===== config.mk =====
export PLATFORM = sky130hd
export DESIGN_NAME = fetch_queue_flat
export DESIGN_NICKNAME = d
export VERILOG_FILES = /design/src/rtl/fetch_pkg.sv /design/src/rtl/fetch_queue_if.sv /design/src/rtl/fetch_queue_sync_fifo.sv /design/src/rtl/fetch_queue.sv /design/src/flat_wrapper.sv
export SDC_FILE = /design/constraint.sdc
export NUM_CORES = 1
export LEC_CHECK = 0
export CORE_MARGIN = 4
export CORE_UTILIZATION = 30
export CTS_BUF_LIST = sky130_fd_sc_hd__clkbuf_16
export DETAILED_ROUTE_END_ITERATION = 6
export PLACE_DENSITY = 0.48
export RECOVER_POWER = 25
export SLEW_MARGIN = 10
export SYNTH_ARGS = -nofsm -noshare
export SYNTH_HDL_FRONTEND = slang
export SYNTH_HIERARCHICAL = 1
export SYNTH_SLANG_ARGS = --single-unit

===== constraint.sdc =====
create_clock -name clk -period 6.2 [get_ports clk]
set_input_delay 1.24 -clock clk [delete_from_list [all_inputs] [get_ports clk]]
set_output_delay 1.24 -clock clk [all_outputs]
set_load 0.01 [all_outputs]

===== src/rtl/fetch_pkg.sv =====
// Shared types and constants for the instruction-fetch front end.
package fetch_pkg;

  localparam int FQ_PC_W  = 9;
  localparam int FQ_INS_W = 32;
  localparam int PC_STEP  = 4;

  // Value presented to decode when nothing is valid; matches the pipeline flush value.
  localparam logic [FQ_INS_W-1:0] BUBBLE_INSTR = 32'h0000_0000;

  typedef struct packed {
    logic [FQ_PC_W-1:0]  pc;
    logic [FQ_INS_W-1:0] instr;
  } fetch_entry_t;

endpackage


===== src/rtl/fetch_queue_if.sv =====
// Instruction-memory request/response bus between the fetch queue and imem.
interface fetch_queue_if #(
  parameter int PC_W  = 9,
  parameter int INS_W = 32
);
  logic             imem_req;
  logic [PC_W-1:0]  imem_addr;
  logic             imem_gnt;
  logic             imem_rvalid;
  logic [INS_W-1:0] imem_rdata;

  modport master (
    output imem_req, imem_addr,
    input  imem_gnt, imem_rvalid, imem_rdata
  );

  modport slave (
    input  imem_req, imem_addr,
    output imem_gnt, imem_rvalid, imem_rdata
  );
endinterface


===== src/rtl/fetch_queue_sync_fifo.sv =====
// Small synchronous FIFO with combinational head read, clear, and occupancy count.
module sync_fifo #(
  parameter int WIDTH = 8,
  parameter int DEPTH = 4
) (
  input  logic                   clk,
  input  logic                   reset,
  input  logic                   clear,
  input  logic                   push,
  input  logic                   pop,
  input  logic [WIDTH-1:0]       wdata,
  output logic [WIDTH-1:0]       rdata,
  output logic [$clog2(DEPTH):0] count,
  output logic                   full,
  output logic                   empty
);
  localparam int AW = $clog2(DEPTH);

  logic [WIDTH-1:0] mem_q [DEPTH];
  logic [AW-1:0]    wr_ptr_q, wr_ptr_d;
  logic [AW-1:0]    rd_ptr_q, rd_ptr_d;
  logic [AW:0]      count_q, count_d;
  logic             do_push, do_pop;

  assign full  = (count_q == (AW+1)'(DEPTH));
  assign empty = (count_q == '0);
  assign count = count_q;
  assign rdata = mem_q[rd_ptr_q];

  always_comb begin
    do_pop   = pop && !empty;
    do_push  = push && (!full || do_pop);
    wr_ptr_d = wr_ptr_q;
    rd_ptr_d = rd_ptr_q;
    count_d  = count_q;
    if (clear) begin
      wr_ptr_d = '0;
      rd_ptr_d = '0;
      count_d  = '0;
    end else begin
      if (do_push) wr_ptr_d = wr_ptr_q + 1'b1;
      if (do_pop)  rd_ptr_d = rd_ptr_q + 1'b1;
      case ({do_push, do_pop})
        2'b10:   count_d = count_q + 1'b1;
        2'b01:   count_d = count_q - 1'b1;
        default: count_d = count_q;
      endcase
    end
  end

  always_ff @(posedge clk) begin
    if (reset) begin
      wr_ptr_q <= '0;
      rd_ptr_q <= '0;
      count_q  <= '0;
    end else begin
      wr_ptr_q <= wr_ptr_d;
      rd_ptr_q <= rd_ptr_d;
      count_q  <= count_d;
    end
  end

  // Storage carries no reset; occupancy alone decides what is valid.
  always_ff @(posedge clk) begin
    if (do_push && !clear) mem_q[wr_ptr_q] <= wdata;
  end

endmodule


===== src/rtl/fetch_queue.sv =====
// Fetch front end: sequential PC generation, credit-limited imem requests,
// in-order response tagging, and a prefetch FIFO feeding the IF/ID register.
module fetch_queue
  import fetch_pkg::*;
#(
  parameter int PC_W      = FQ_PC_W,
  parameter int INS_W     = FQ_INS_W,
  parameter int DEPTH     = 4,
  parameter int MAX_OUTST = 2
) (
  input  logic              clk,
  input  logic              reset,
  input  logic              redirect,
  input  logic [PC_W-1:0]   redirect_pc,
  input  logic              id_ready,
  fetch_queue_if.master     imem,
  output logic              if_valid,
  output logic [PC_W-1:0]   if_pc,
  output logic [INS_W-1:0]  if_instr,
  output logic [PC_W-1:0]   fetch_pc
);
  localparam int CW = $clog2(DEPTH) + 1;
  localparam int OW = $clog2(MAX_OUTST) + 1;

  logic [PC_W-1:0] fetch_pc_q, fetch_pc_d;
  logic [OW-1:0]   drop_q, drop_d;

  logic [CW-1:0]   ent_count;
  logic            ent_full, ent_empty, ent_push, ent_pop, ent_clear;
  fetch_entry_t    push_entry, head_entry;

  // The tag queue occupancy is the outstanding-request count.
  logic [OW-1:0]   tag_count;
  logic            tag_full, tag_empty;
  logic [PC_W-1:0] tag_head;

  logic            room, fire, beat;

  always_comb begin
    beat          = imem.imem_rvalid && !tag_empty;
    room          = ((int'(ent_count) + int'(tag_count)) < DEPTH) && !tag_full;
    imem.imem_req  = !reset && !redirect && room;
    imem.imem_addr = fetch_pc_q;
    fire          = imem.imem_req && imem.imem_gnt;

    push_entry.pc    = tag_head;
    push_entry.instr = imem.imem_rdata;

    fetch_pc_d = fetch_pc_q;
    drop_d     = drop_q;
    ent_push   = 1'b0;
    ent_pop    = 1'b0;
    ent_clear  = 1'b0;

    if (redirect) begin
      // Everything still in flight (minus a beat landing now) is stale.
      ent_clear  = 1'b1;
      fetch_pc_d = {redirect_pc[PC_W-1:2], 2'b00};
      drop_d     = tag_count - OW'(beat);
    end else begin
      if (fire) fetch_pc_d = fetch_pc_q + PC_W'(PC_STEP);
      if (beat) begin
        if (drop_q != '0) drop_d   = drop_q - OW'(1);
        else              ent_push = 1'b1;
      end
      ent_pop = !ent_empty && id_ready;
    end
  end

  always_ff @(posedge clk) begin
    if (reset) begin
      fetch_pc_q <= '0;
      drop_q     <= '0;
    end else begin
      fetch_pc_q <= fetch_pc_d;
      drop_q     <= drop_d;
    end
  end

  sync_fifo #(.WIDTH($bits(fetch_entry_t)), .DEPTH(DEPTH)) u_entry_fifo (
    .clk   (clk),
    .reset (reset),
    .clear (ent_clear),
    .push  (ent_push),
    .pop   (ent_pop),
    .wdata (push_entry),
    .rdata (head_entry),
    .count (ent_count),
    .full  (ent_full),
    .empty (ent_empty)
  );

  // Never cleared on redirect: it drains in step with the dropped beats.
  sync_fifo #(.WIDTH(PC_W), .DEPTH(MAX_OUTST)) u_tag_fifo (
    .clk   (clk),
    .reset (reset),
    .clear (1'b0),
    .push  (fire),
    .pop   (beat),
    .wdata (fetch_pc_q),
    .rdata (tag_head),
    .count (tag_count),
    .full  (tag_full),
    .empty (tag_empty)
  );

  assign if_valid = !ent_empty;
  assign if_pc    = if_valid ? head_entry.pc : '0;
  assign if_instr = if_valid ? head_entry.instr : BUBBLE_INSTR;
  assign fetch_pc = fetch_pc_q;

  always_ff @(posedge clk) begin
    if (!reset) begin
      assert (!(imem.imem_rvalid && tag_empty))
        else $error("imem_rvalid with no request outstanding");
      assert (!(ent_push && ent_full && !ent_pop))
        else $error("entry fifo overflow");
    end
  end

endmodule


===== src/flat_wrapper.sv =====
// flat-port wrapper written by rule: the top's interface ports become plain ports
module fetch_queue_flat import fetch_pkg::*;
#(
  parameter int PC_W      = FQ_PC_W,
  parameter int INS_W     = FQ_INS_W,
  parameter int DEPTH     = 4,
  parameter int MAX_OUTST = 2
)
  (clk, reset, redirect, redirect_pc, id_ready, if_valid, if_pc, if_instr, fetch_pc, imem_imem_req, imem_imem_addr, imem_imem_gnt, imem_imem_rvalid, imem_imem_rdata);
  fetch_queue_if #(.PC_W(PC_W), .INS_W(INS_W)) imem_i ();
  input  logic clk;
  input  logic reset;
  input  logic redirect;
  input  logic [PC_W-1:0] redirect_pc;
  input  logic id_ready;
  output logic if_valid;
  output logic [PC_W-1:0] if_pc;
  output logic [INS_W-1:0] if_instr;
  output logic [PC_W-1:0] fetch_pc;
  output wire logic [$bits(imem_i.imem_req)-1:0] imem_imem_req;
  output wire logic [$bits(imem_i.imem_addr)-1:0] imem_imem_addr;
  input wire logic [$bits(imem_i.imem_gnt)-1:0] imem_imem_gnt;
  input wire logic [$bits(imem_i.imem_rvalid)-1:0] imem_imem_rvalid;
  input wire logic [$bits(imem_i.imem_rdata)-1:0] imem_imem_rdata;
  assign imem_imem_req = imem_i.imem_req;
  assign imem_imem_addr = imem_i.imem_addr;
  assign imem_i.imem_gnt = imem_imem_gnt;
  assign imem_i.imem_rvalid = imem_imem_rvalid;
  assign imem_i.imem_rdata = imem_imem_rdata;
  fetch_queue #(.PC_W(PC_W), .INS_W(INS_W), .DEPTH(DEPTH), .MAX_OUTST(MAX_OUTST)) u_core (.clk(clk), .reset(reset), .redirect(redirect), .redirect_pc(redirect_pc), .id_ready(id_ready), .imem(imem_i), .if_valid(if_valid), .if_pc(if_pc), .if_instr(if_instr), .fetch_pc(fetch_pc));
endmodule

==> results.md <==
- Critical path's largest stage delay: 750 ps
- Vias in the first global route: 4577
- Critical path endpoint: imem_imem_req
- Most common cell on crit path: clkdlybuf4s50_1
- ANT nets after route: 0
- Vias/cell: 4.44
- Final net count: 637
- Max_cap viols: 0
- Max-slew violations: 0
- Class of the worst hold path: reg2reg
- Post_cts resized: 0
- Max Freq: 223 MHz
- Starting Density: 0.308
- GRT met2 Usage: 0.181
- Antenna violations before repair: 0
- Multi-input gate area: 0.00223 mm2
- GR Util All Layers: 0.107
- Synthesized instance count: 465
- WL final: 16.5 mm
- Status: completed
- Clk sink count: 205
- CP Cell Sequence: clkdlybuf4s50_1 > nor4_4 > and3b_2 > clkdlybuf4s50_1
- DRC violations left: 0
- WL per Instance: 17.0 um
- Worst r2r src: u_core/u_entry_fifo/count[2]
- Critical Path Source Type: input port
- R2R cell count: 9
- Row Count: 60
- Mapped cell area: 0.00838 mm2
- Final setup TNS: 0 ps
- Min cycle time layout: 4490 ps
- First-pass iteration count of the detailed router: 4
- WP data required: 4960 ps
- Synth warn: 6
- Layout Skew: 11.9 ps
- Total CTS buffers: 23
- Hold-critical path depth: 2
- CP arrival: 3250 ps
- # fillers: 2527
- CTS Hold Bufs: 0
- Antenna diodes: 0
- Clock root cell: clkbuf_16
- Pleak: 3.33 nW
- Synthesized area per cell: 18.0 um2
- First-pass GRT wire length: 26.1 mm
- Met3 GRT Util: 0.0214
- Final worst-path cycle share: 0.725
- Setup repair after global routing missed its margin: false
- GRT busiest layer: met2
- HP Start: u_core/u_tag_fifo/wr_ptr_q
- # port buffers: 101
- Die Ht: 175 um
- Pin count of the biggest net entering global routing: 42
- Hold Fails Final Rpt: 0
- Flip-flop and latch area: 0.00593 mm2
- Largest fanout on the critical path: 16
- VDD IR max: 0.000175 V
- Die width: 175 um
- Post-DP HPWL: 10.1 mm
- Gpl congestion: 0.681
- Worst setup path startpoint: reset
- Final number of setup-violating endpoints: 0
- H-tree depth: 1
- Clk pin slew, worst setup/hold paths: 60 ps
- Worst slew pin tran: 904 ps
- Share of post-route cells with drive strength above 1: 0.180
- Die ar.: 0.0307 mm2
- Worst Setup End Kind: primary output
- Overflow after GRT: 0
- Initial DRC Count: 160
- CP Class: in2out
- Slowest cell on crit path: clkdlybuf4s50_1
- Pwr/cell area: 279 mW/mm2
- CTS Buffer Depth: 3
- I/O pins: 108
- Hold slack: 490 ps
- Area growth, synth to finish: 25.8%
- CTS tree: done
- M1 GR Usage: 0.145
- DR vias: 4299
- Clk_lat worst skew: 490 ps
- Max-slew headroom: 0.397
- Setup Buffers After CTS: 0
- Reg-to-reg slack, setup: 2540 ps
- R2R Path End: u_core/u_entry_fifo/mem_q[1][11]
- Core area: 0.0272 mm2
layer usage:
layer,routed length (um),share of wire
met1,7540,0.46
met2,7910,0.48
met3,744,0.045
met4,265,0.016
met5,0,0
how the worst min path moves through the flow:
stage                                  to  slack [ps]
3_3_place_gp   u_core/u_tag_fifo/wr_ptr_q         470
2_1_floorplan  u_core/u_tag_fifo/wr_ptr_q         460
6_report       u_core/u_tag_fifo/wr_ptr_q         490
5_1_grt        u_core/u_tag_fifo/wr_ptr_q         540
3_5_place_dp   u_core/u_tag_fifo/wr_ptr_q         490
4_1_cts        u_core/u_tag_fifo/wr_ptr_q         500
stage by stage:
stage,setup WS (ps),power [mW],util,area [um2],instances
after floorplan,2660,1.58,-,8430,479
after global placement,1590,1.62,0.360,9770,927
after detailed placement,1520,1.63,0.360,9770,927
after CTS,1680,2.99,0.388,10500,968
after global routing,1620,3.07,0.388,10500,968
final,1710,2.94,0.388,10500,968
power breakdown:
part | leakage (nW) | total [mW] | internal, mW | switching [mW]
combinational | 1.12 | 0.0810 | 0.0452 | 0.0357
sequential | 1.83 | 1.51 | 1.50 | 0.00862
clock | 0.384 | 1.35 | 0.839 | 0.508
flip-flops by register name (all words and copies together) (netlist names), named ones only:
signal,flops
u_core/u_entry_fifo/rd_ptr_q,2
u_core/u_tag_fifo/rd_ptr_q,1
u_core/u_tag_fifo/wr_ptr_q,1
u_core/u_tag_fifo/mem_q,18
u_core/drop_q,2
u_core/u_entry_fifo/count,3
u_core/u_entry_fifo/wr_ptr_q,2
u_core/u_tag_fifo/count,2
u_core/fetch_pc,7
u_core/u_entry_fifo/mem_q,164
worst max-delay path: cells and delay by family:
kind / cells / cell delay [ps]
AND/OR/NAND/NOR: 2 / 720
buffers and inverters: 2 / 1280
cell type report:
class                           count  area share
Clock inverter                     18      0.0177
Clock buffer                       23      0.0546
Timing Repair Buffer              110       0.102
Multi-Input combinational cell    223       0.212
Inverter                           17     0.00606
Tap cell                          372      0.0442
Sequential cell                   205       0.563
cells in the final DEF (no fill, tap or decap), types with 9 or more instances in the layout:
cell,n
nor2b_1,44
nand2_1,9
ha_1,9
dlygate4sd3_1,18
nor2_1,14
clkdlybuf4s50_1,83
mux4_2,41
edfxtp_1,182
mux2_1,9
clkbuf_16,23
buf_4,9
dfxtp_1,21
inv_1,17
conb_1,15
Note: power is estimated with default switching activity, not from simulation.
